**config.mk**
```make
export PLATFORM = sky130hd
export DESIGN_NAME = turf_udp_out_arb
export DESIGN_NICKNAME = d
export VERILOG_FILES = /design/src/rtl/turf_udp_out_arb.sv
export SDC_FILE = /design/constraint.sdc
export NUM_CORES = 1
export LEC_CHECK = 0
export BUFFER_PORTS_ARGS = -buffer_cell sky130_fd_sc_hd__buf_2
export CORE_AREA = 10 10 330 332
export DETAILED_ROUTE_END_ITERATION = 6
export DIE_AREA = 0 0 340 342
export GPL_TIMING_DRIVEN = 1
export SLEW_MARGIN = 15
export SYNTH_ARGS = -nofsm -noshare
export SYNTH_HDL_FRONTEND = slang
export SYNTH_SLANG_ARGS = --single-unit
```
**constraint.sdc**
```tcl
create_clock -name aclk -period 6.7 [get_ports aclk]
set_clock_uncertainty 0.2 [all_clocks]
set_input_delay 0.67 -clock aclk [delete_from_list [all_inputs] [get_ports aclk]]
set_output_delay 0.67 -clock aclk [all_outputs]
set_load 0.01 [all_outputs]
```
**src/rtl/turf_udp_out_arb.sv**
```systemverilog
// Round-robin arbiter sharing the outbound UDP header/payload path
// among the per-port transmit engines (clk156 domain).
module turf_udp_out_arb #(
  parameter int NUM_PORT = 5,
  parameter int PAYLOAD_WIDTH = 64,
  parameter logic [NUM_PORT*16-1:0] PORT =
    {16'd21605, 16'd21601, 16'd21603, 16'd21614, 16'd21618}
) (
  input  logic                            aclk,
  input  logic                            aresetn,
  input  logic [NUM_PORT*64-1:0]          s_hdr_tdata,
  input  logic [NUM_PORT-1:0]             s_hdr_tvalid,
  output logic [NUM_PORT-1:0]             s_hdr_tready,
  input  logic [NUM_PORT*PAYLOAD_WIDTH-1:0]     s_payload_tdata,
  input  logic [NUM_PORT*PAYLOAD_WIDTH/8-1:0]   s_payload_tkeep,
  input  logic [NUM_PORT-1:0]             s_payload_tlast,
  input  logic [NUM_PORT-1:0]             s_payload_tvalid,
  output logic [NUM_PORT-1:0]             s_payload_tready,
  output logic [63:0]                     m_udphdr_tdata,
  output logic [15:0]                     m_udphdr_tuser,
  output logic                            m_udphdr_tvalid,
  input  logic                            m_udphdr_tready,
  output logic [PAYLOAD_WIDTH-1:0]        m_udpdata_tdata,
  output logic [PAYLOAD_WIDTH/8-1:0]      m_udpdata_tkeep,
  output logic                            m_udpdata_tlast,
  output logic                            m_udpdata_tvalid,
  input  logic                            m_udpdata_tready,
  output logic                            busy,
  output logic [$clog2(NUM_PORT)-1:0]     grant
);

  localparam int GW = $clog2(NUM_PORT);
  localparam int KW = PAYLOAD_WIDTH / 8;
  localparam logic [GW-1:0] LAST_IDX = GW'(NUM_PORT - 1);

  typedef enum logic [1:0] {
    IDLE,
    HDR,
    DATA
  } state_t;

  state_t        state;
  logic [GW-1:0] ptr;
  logic [GW-1:0] pick;
  logic          hdr_hs;
  logic          last_hs;

  // First requester at or after ptr, searching upward with wrap.
  function automatic logic [GW-1:0] rr_pick(
    input logic [NUM_PORT-1:0] req,
    input logic [GW-1:0]       p
  );
    logic [GW-1:0] g;
    logic          found;
    int            idx;
    g     = p;
    found = 1'b0;
    for (int i = 0; i < NUM_PORT; i++) begin
      idx = int'(p) + i;
      if (idx >= NUM_PORT) idx = idx - NUM_PORT;
      if (!found && req[idx[GW-1:0]]) begin
        g     = idx[GW-1:0];
        found = 1'b1;
      end
    end
    return g;
  endfunction

  assign pick    = rr_pick(s_hdr_tvalid, ptr);
  assign hdr_hs  = m_udphdr_tvalid && m_udphdr_tready;
  assign last_hs = m_udpdata_tvalid && m_udpdata_tready
                   && m_udpdata_tlast;

  always_ff @(posedge aclk or negedge aresetn) begin
    if (!aresetn) begin
      state <= IDLE;
      ptr   <= '0;
      grant <= '0;
      busy  <= 1'b0;
    end else begin
      unique case (state)
        IDLE: begin
          if (|s_hdr_tvalid) begin
            grant <= pick;
            busy  <= 1'b1;
            state <= HDR;
          end
        end
        HDR: begin
          if (hdr_hs) state <= DATA;
        end
        DATA: begin
          if (last_hs) begin
            ptr   <= (grant == LAST_IDX) ? '0 : grant + 1'b1;
            busy  <= 1'b0;
            state <= IDLE;
          end
        end
        default: begin
          busy  <= 1'b0;
          state <= IDLE;
        end
      endcase
    end
  end

  // Data lanes follow grant; only valid/ready are gated by state.
  always_comb begin
    m_udphdr_tdata   = s_hdr_tdata[grant*64 +: 64];
    m_udphdr_tuser   = PORT[grant*16 +: 16];
    m_udphdr_tvalid  = 1'b0;
    s_hdr_tready     = '0;
    m_udpdata_tdata  = s_payload_tdata[grant*PAYLOAD_WIDTH +: PAYLOAD_WIDTH];
    m_udpdata_tkeep  = s_payload_tkeep[grant*KW +: KW];
    m_udpdata_tlast  = s_payload_tlast[grant];
    m_udpdata_tvalid = 1'b0;
    s_payload_tready = '0;
    unique case (state)
      HDR: begin
        m_udphdr_tvalid     = s_hdr_tvalid[grant];
        s_hdr_tready[grant] = m_udphdr_tready;
      end
      DATA: begin
        m_udpdata_tvalid        = s_payload_tvalid[grant];
        s_payload_tready[grant] = m_udpdata_tready;
      end
      default: ;
    endcase
  end

endmodule

```
==> results of run 1 <==
[worst max-delay path, delay by kind of cell (launching register included)]
| family | cells | cell delay (ns) |
|---|---|---|
| compound gates | 4 | 0.79 |
| fa+ha+maj | 1 | 0.78 |
| buf+inv | 2 | 1.00 |
| flops | 1 | 0.90 |
| mux | 1 | 0.12 |
| simple gates | 2 | 0.68 |
[final timing paths]
path	from	end	slack [ns]	depth (start not counted)
worst max-delay path	ptr[0]	grant[0]	2.11	10
worst min-delay path	aresetn	state[1]	0.1	1
worst max register to register	ptr[0]	grant[0]	2.11	10
worst min register to register	busy	busy	0.37	2
max in group asynchronous	aresetn	grant[0]	5.97	1
min in group aclk	busy	busy	0.37	2
[metal layers]
metal | vias up | part of all wire [%]
met5 | - | 0.056
met1 | 5506 | 38
met3 | 86 | 11
li1 | 5040 | -
met4 | 10 | 1.4
met2 | 816 | 50
[state kept, by name, indices dropped and copies added, names as in the netlist]
name   flops
busy       1
ptr        3
grant      3
state      2
[layout by cell type, fill, tap and decap left out, types with 4 or more instances in the layout]
master,synthesis,layout
buf_4,10,17
nand3_1,7,7
nand2b_1,8,8
nor4_1,5,5
buf_2,7,861
a22o_1,50,50
nor2_1,125,119
a22oi_1,96,96
diode_2,0,8
nor2b_1,4,4
o22ai_1,93,93
a21oi_1,100,100
nand2_1,14,14
mux4_2,49,49
ha_1,12,12
conb_1,1,6
inv_1,12,10
dfrtp_1,9,6
a211oi_1,4,4
xnor2_1,4,4
nor3_1,7,6
nor3b_1,5,5
nand3b_1,4,4
o21ai_0,11,11
mux2i_1,100,100
nor2_4,0,6
[stage by stage]
step           cells  hold WS (ns)  power [mW]
3_3_place_gp    3030         0.346        4.99
3_5_place_dp    3032         0.353        5.03
2_1_floorplan    883         0.174        2.69
5_1_grt         3037         0.107        5.42
6_report        3044        0.0988        5.00
4_1_cts         3036         0.101        5.16
[cells in the mapped netlist (7+ instances only)]
cell type / count / area (um2)
dfrtp_1: 9 / 225
buf_4: 10 / 75.1
ha_1: 12 / 150
nor2_1: 125 / 469
nand2b_1: 8 / 50.1
a22o_1: 50 / 438
a22oi_1: 96 / 721
buf_2: 7 / 35.0
o21ai_0: 11 / 55.1
buf_1: 24 / 90.1
o22ai_1: 93 / 582
clkbuf_1: 68 / 255
mux4_2: 49 / 1100
nand3_1: 7 / 35.0
inv_1: 12 / 45.0
mux2i_1: 100 / 1000
a21oi_1: 100 / 500
nand2_1: 14 / 52.6
nor3_1: 7 / 35.0
[kinds of logic after synthesis]
logic type | after synthesis | share of synthesized area, %
AO/OA/AOI/OAI | 378 | 39.0
XOR/XNOR | 4 | 0.534
adder cells (fa/ha/maj) | 13 | 2.59
buffers and inverters | 125 | 8.08
flip-flops | 9 | 3.43
multiplexers | 150 | 32.2
other | 1 | 0.0571
AND/OR/NAND/NOR | 198 | 14.1
[final cells by class]
cell class / instances / area, um2 / share of cell area, %
Antenna cell: 8 / 20.0 / 0.160
Inverter: 14 / 52.6 / 0.421
Clock buffer: 4 / 78.8 / 0.631
Multi-Input combinational cell: 749 / 5880 / 47.1
Sequential cell: 9 / 236 / 1.89
Tap cell: 1380 / 1730 / 13.8
Timing Repair Buffer: 880 / 4490 / 36.0
[power breakdown]
group / internal [mW] / switching [mW]
registers: 0.0786 / 0.170
clock network: 0.0799 / 0.0297
logic: 1.72 / 2.92
==> impl_metrics.ini, run 1 <==
[run_status]
status = finished, final reports clean

[synth]
synth_cell_types = 62
ys_ff_latch = 9
syn_avg_cell_area_um2 = 7.48
yosysWarnings = 0
yosysSeqAreaShare_pct = 3.43
synth_flop_cell = dfrtp_1
ys_async_sr_fraction_pct = 100
syn_area_um2 = 6560
netlist_instances = 878
synth_edf_count = 0

[clock_network]
cts_setup_buffers = 0
clock_latency_ns = 0.24
cts.sinks = 9
htree_num_levels = 1
cts_hold_buf = 0
cts_buffers = 3
clk_pin_slew_ns = 0.04
cts_tree = yes
cts_resized = 0
cts-root-buf = clkbuf_16
clock_path_buffers = 2

[global_routing]
grtUsageMet2_pct = 22.6
antenna_found_initial = 41
track_usage_pct = 12.5
grt_pass1_vias = 11603
busiest_layer = met2
grt_max_degree = 62
use_met3_pct = 4.19
use_met1_pct = 14.5
grt_first_pass_wirelength_um = 102000
overflow = 0

[min_path]
min_path_type = primary input to asynchronous set/reset pin

[sta]
setup_ws_ns = 2.11
drv_slew = 0
finalHoldViolCount = 0
period_minus_slack_ns = 4.59
tns_ns = 0
period_share_pct = 68.5
rsz0062_at_grt = false
setup_violations = 0
relSlewSlack_pct = 24.3
fmax_ghz = 0.218
worst_slew_pin_slew_ns = 1.13

[floorplan]
io-pin-count = 868
start_util_pct = 6.40
die_area_um2 = 116000
rows = 118
die_h_um = 342
dieWidth_um = 340
core_area_um2 = 103000

[worst_setup_path]
worstSetupStartpointType = register
cp_cell_sequence = clkinv_1 > ha_1 > clkinv_1 > nand4_1 > a21oi_1 > a311oi_4 > or4b_1 > o211ai_2 > mux2i_1 > o41ai_2
slowest_stage = dfrtp_1
cp.required_ns = 6.62
critPathArrivalTime_ns = 4.52
path_max_fanout = 23
slowest_delay_ns = 0.90
end_kind = register
cp_common_cell = clkinv_1
crit_type = register to register

[route]
wirelength_um = 78900
drt.antenna.violating_nets = 0
drt-initial-drc-count = 855
vias = 11458
viasPerCell = 3.76
dr.pass1.iters = 5
route.detailed.drc = 0
wire_per_inst_um = 25.9

[placement]
dpl.hpwl_um = 70500
numPortBuffers = 861
globalplace.congestion = 0.930
post_dp_cell_area_um2 = 12400
dp_slack_ns = 2.26

[finish]
nets = 2369
final_util_pct = 12.2
areaGrowthSynthToFinish_pct = 90.2
drive_gt1_share_pct = 57.8
final_area_um2 = 12500
n_fill_cell = 11950

[power_and_ir_drop]
cellPowerDensity_nw_per_um2 = 401
vdd_drop_max_uv = 186
p_leak_nw = 5.85

[flow_run]
maxCapViolCount = 0
No activity file was read; power rests on OpenSTA's default activity.
==> run 2: changes to the inputs <==
==> constraint.sdc (replaced) <==
create_clock -name aclk -period 4.05 [get_ports aclk]
set_clock_uncertainty 0.2 [all_clocks]
set_input_delay 0.405 -clock aclk [delete_from_list [all_inputs] [get_ports aclk]]
set_output_delay 0.405 -clock aclk [all_outputs]
set_load 0.01 [all_outputs]
==> impl_metrics.ini, run 2 (synthesis gave the netlist of run 1 again) <==
[route]
viasPerCell = 3.78
dr.pass1.iters = 5
route.detailed.drc = 0
drt-initial-drc-count = 904
wire_per_inst_um = 25.2
drt.antenna.violating_nets = 0
wirelength_um = 77100
vias = 11549

[worst_setup_path]
cp.required_ns = 3.98
cp_num_buf_inv = 1
cp_cell_sequence = clkinv_1 > ha_1 > ha_1 > nor2_1 > a22o_1 > a311oi_4 > or4b_1 > o211ai_2 > mux2i_1 > o41ai_2
cp_common_cell = ha_1
slowest_delay_ns = 0.50
critical-path-top-delay-family = compound AO/OA/AOI/OAI gates
worstSetupStartpointType = register
slowest_stage = or4b_1
end_kind = register
path_max_fanout = 10
crit_type = register to register
critPathArrivalTime_ns = 3.53

[floorplan]
rows = 118
start_util_pct = 6.40
io-pin-count = 868
die_area_um2 = 116000
core_area_um2 = 103000
die_h_um = 342
dieWidth_um = 340

[clock_network]
cts_setup_buffers = 0
cts.sinks = 9
cts_hold_buf = 1
cts_buffers = 3
clk_pin_slew_ns = 0.04
htree_num_levels = 1
clock_path_buffers = 2
cts_tree = yes
cts-root-buf = clkbuf_16
clock_latency_ns = 0.24
cts_resized = 0

[global_routing]
track_usage_pct = 12.2
antenna_found_initial = 35
grt_max_degree = 79
overflow = 0
grt_first_pass_wirelength_um = 99800
grt_pass1_vias = 11645

[sta]
tns_ns = 0
relSlewSlack_pct = 39.6
period_share_pct = 88.9
period_minus_slack_ns = 3.60
finalHoldViolCount = 0
setup_violations = 0
drv_slew = 0
worst_slew_pin_slew_ns = 0.904
fmax_ghz = 0.278
rsz0062_at_grt = false

[power_and_ir_drop]
vdd_drop_max_uv = 289
p_leak_nw = 5.93
cellPowerDensity_nw_per_um2 = 665

[finish]
reg.largest.list = grant: 3 flops, ptr: 3 flops, state: 2 flops
multi_input_area_um2 = 5880
areaGrowthSynthToFinish_pct = 92.8
layout_common_cells = buf_2 (861), nor2_1 (119), mux2i_1 (100), a21oi_1 (100), a22oi_1 (96)
final_area_um2 = 12700
drive_gt1_share_pct = 58.1
n_fill_cell = 11884
layout_commonest_cell = buf_2
nets = 2380
seq_area_um2 = 236

[flow_run]
maxCapViolCount = 0

[placement]
post_dp_cell_area_um2 = 12500
numPortBuffers = 861
dpl.hpwl_um = 69100
globalplace.congestion = 0.891

[min_path]
min_path_type = primary input to register

[run_status]
status = finished, final reports clean
[run 2: final cells by class]
cell class	instances	share of cell area, %
multi-input cells	749	46.4
clock inverters	1	0.0396
inverters	14	0.415
well taps	1380	13.6
repair buffers	891	36.8
flip-flops and latches	9	1.87
diodes	7	0.138
clock buffers	3	0.593
[run 2: worst register-to-register path, cell delays in order (launching register included)]
cell	delay [ns]
dfrtp_1	0.35
clkinv_1	0.33
ha_1	0.40
ha_1	0.44
nor2_1	0.12
a22o_1	0.28
a311oi_4	0.45
or4b_1	0.50
o211ai_2	0.10
mux2i_1	0.11
o41ai_2	0.21
[run 2: worst paths after layout]
check                           startpoint       end  slack (ns)  cells past startpoint
hold / removal             m_udphdr_tready  state[0]        0.30                      4
max in group asynchronous          aresetn  grant[0]        2.94                      2
hold reg to reg                       busy      busy        0.38                      2
setup reg to reg                    ptr[0]  grant[0]        0.45                     10
min in group asynchronous          aresetn  state[1]        0.48                      2
setup / recovery                    ptr[0]  grant[0]        0.45                     10
[run 2: through the flow]
stage	setup WS, ns	instances	util (%)	total power, mW	hold WS, ns
2_1_floorplan	0.666	883	-	4.46	-0.0906
3_3_place_gp	0.663	3042	12.2	8.44	0.0879
3_5_place_dp	0.562	3042	12.2	8.46	0.100
4_1_cts	0.540	3047	12.3	8.67	0.313
5_1_grt	0.304	3047	12.3	9.12	0.348
6_report	0.451	3054	12.3	8.41	0.300
[run 2: power breakdown]
part	total, mW	leakage [nW]	switching [mW]	internal [mW]
clock	0.185	0.0409	0.0540	0.131
sequential	0.269	0.0950	0.136	0.133
combinational	7.96	5.79	5.02	2.94
[run 2: routing by layer]
metal / routed length [um] / global-route usage [%] / part of all wire [%] / up-vias
li1: - / - / - / 5063
met1: 29500 / 14.3 / 38 / 5564
met2: 37700 / 21.4 / 49 / 827
met3: 8190 / 4.09 / 11 / 85
met4: 1680 / 2.10 / 2.2 / 10
met5: 61 / 0 / 0.079 / -
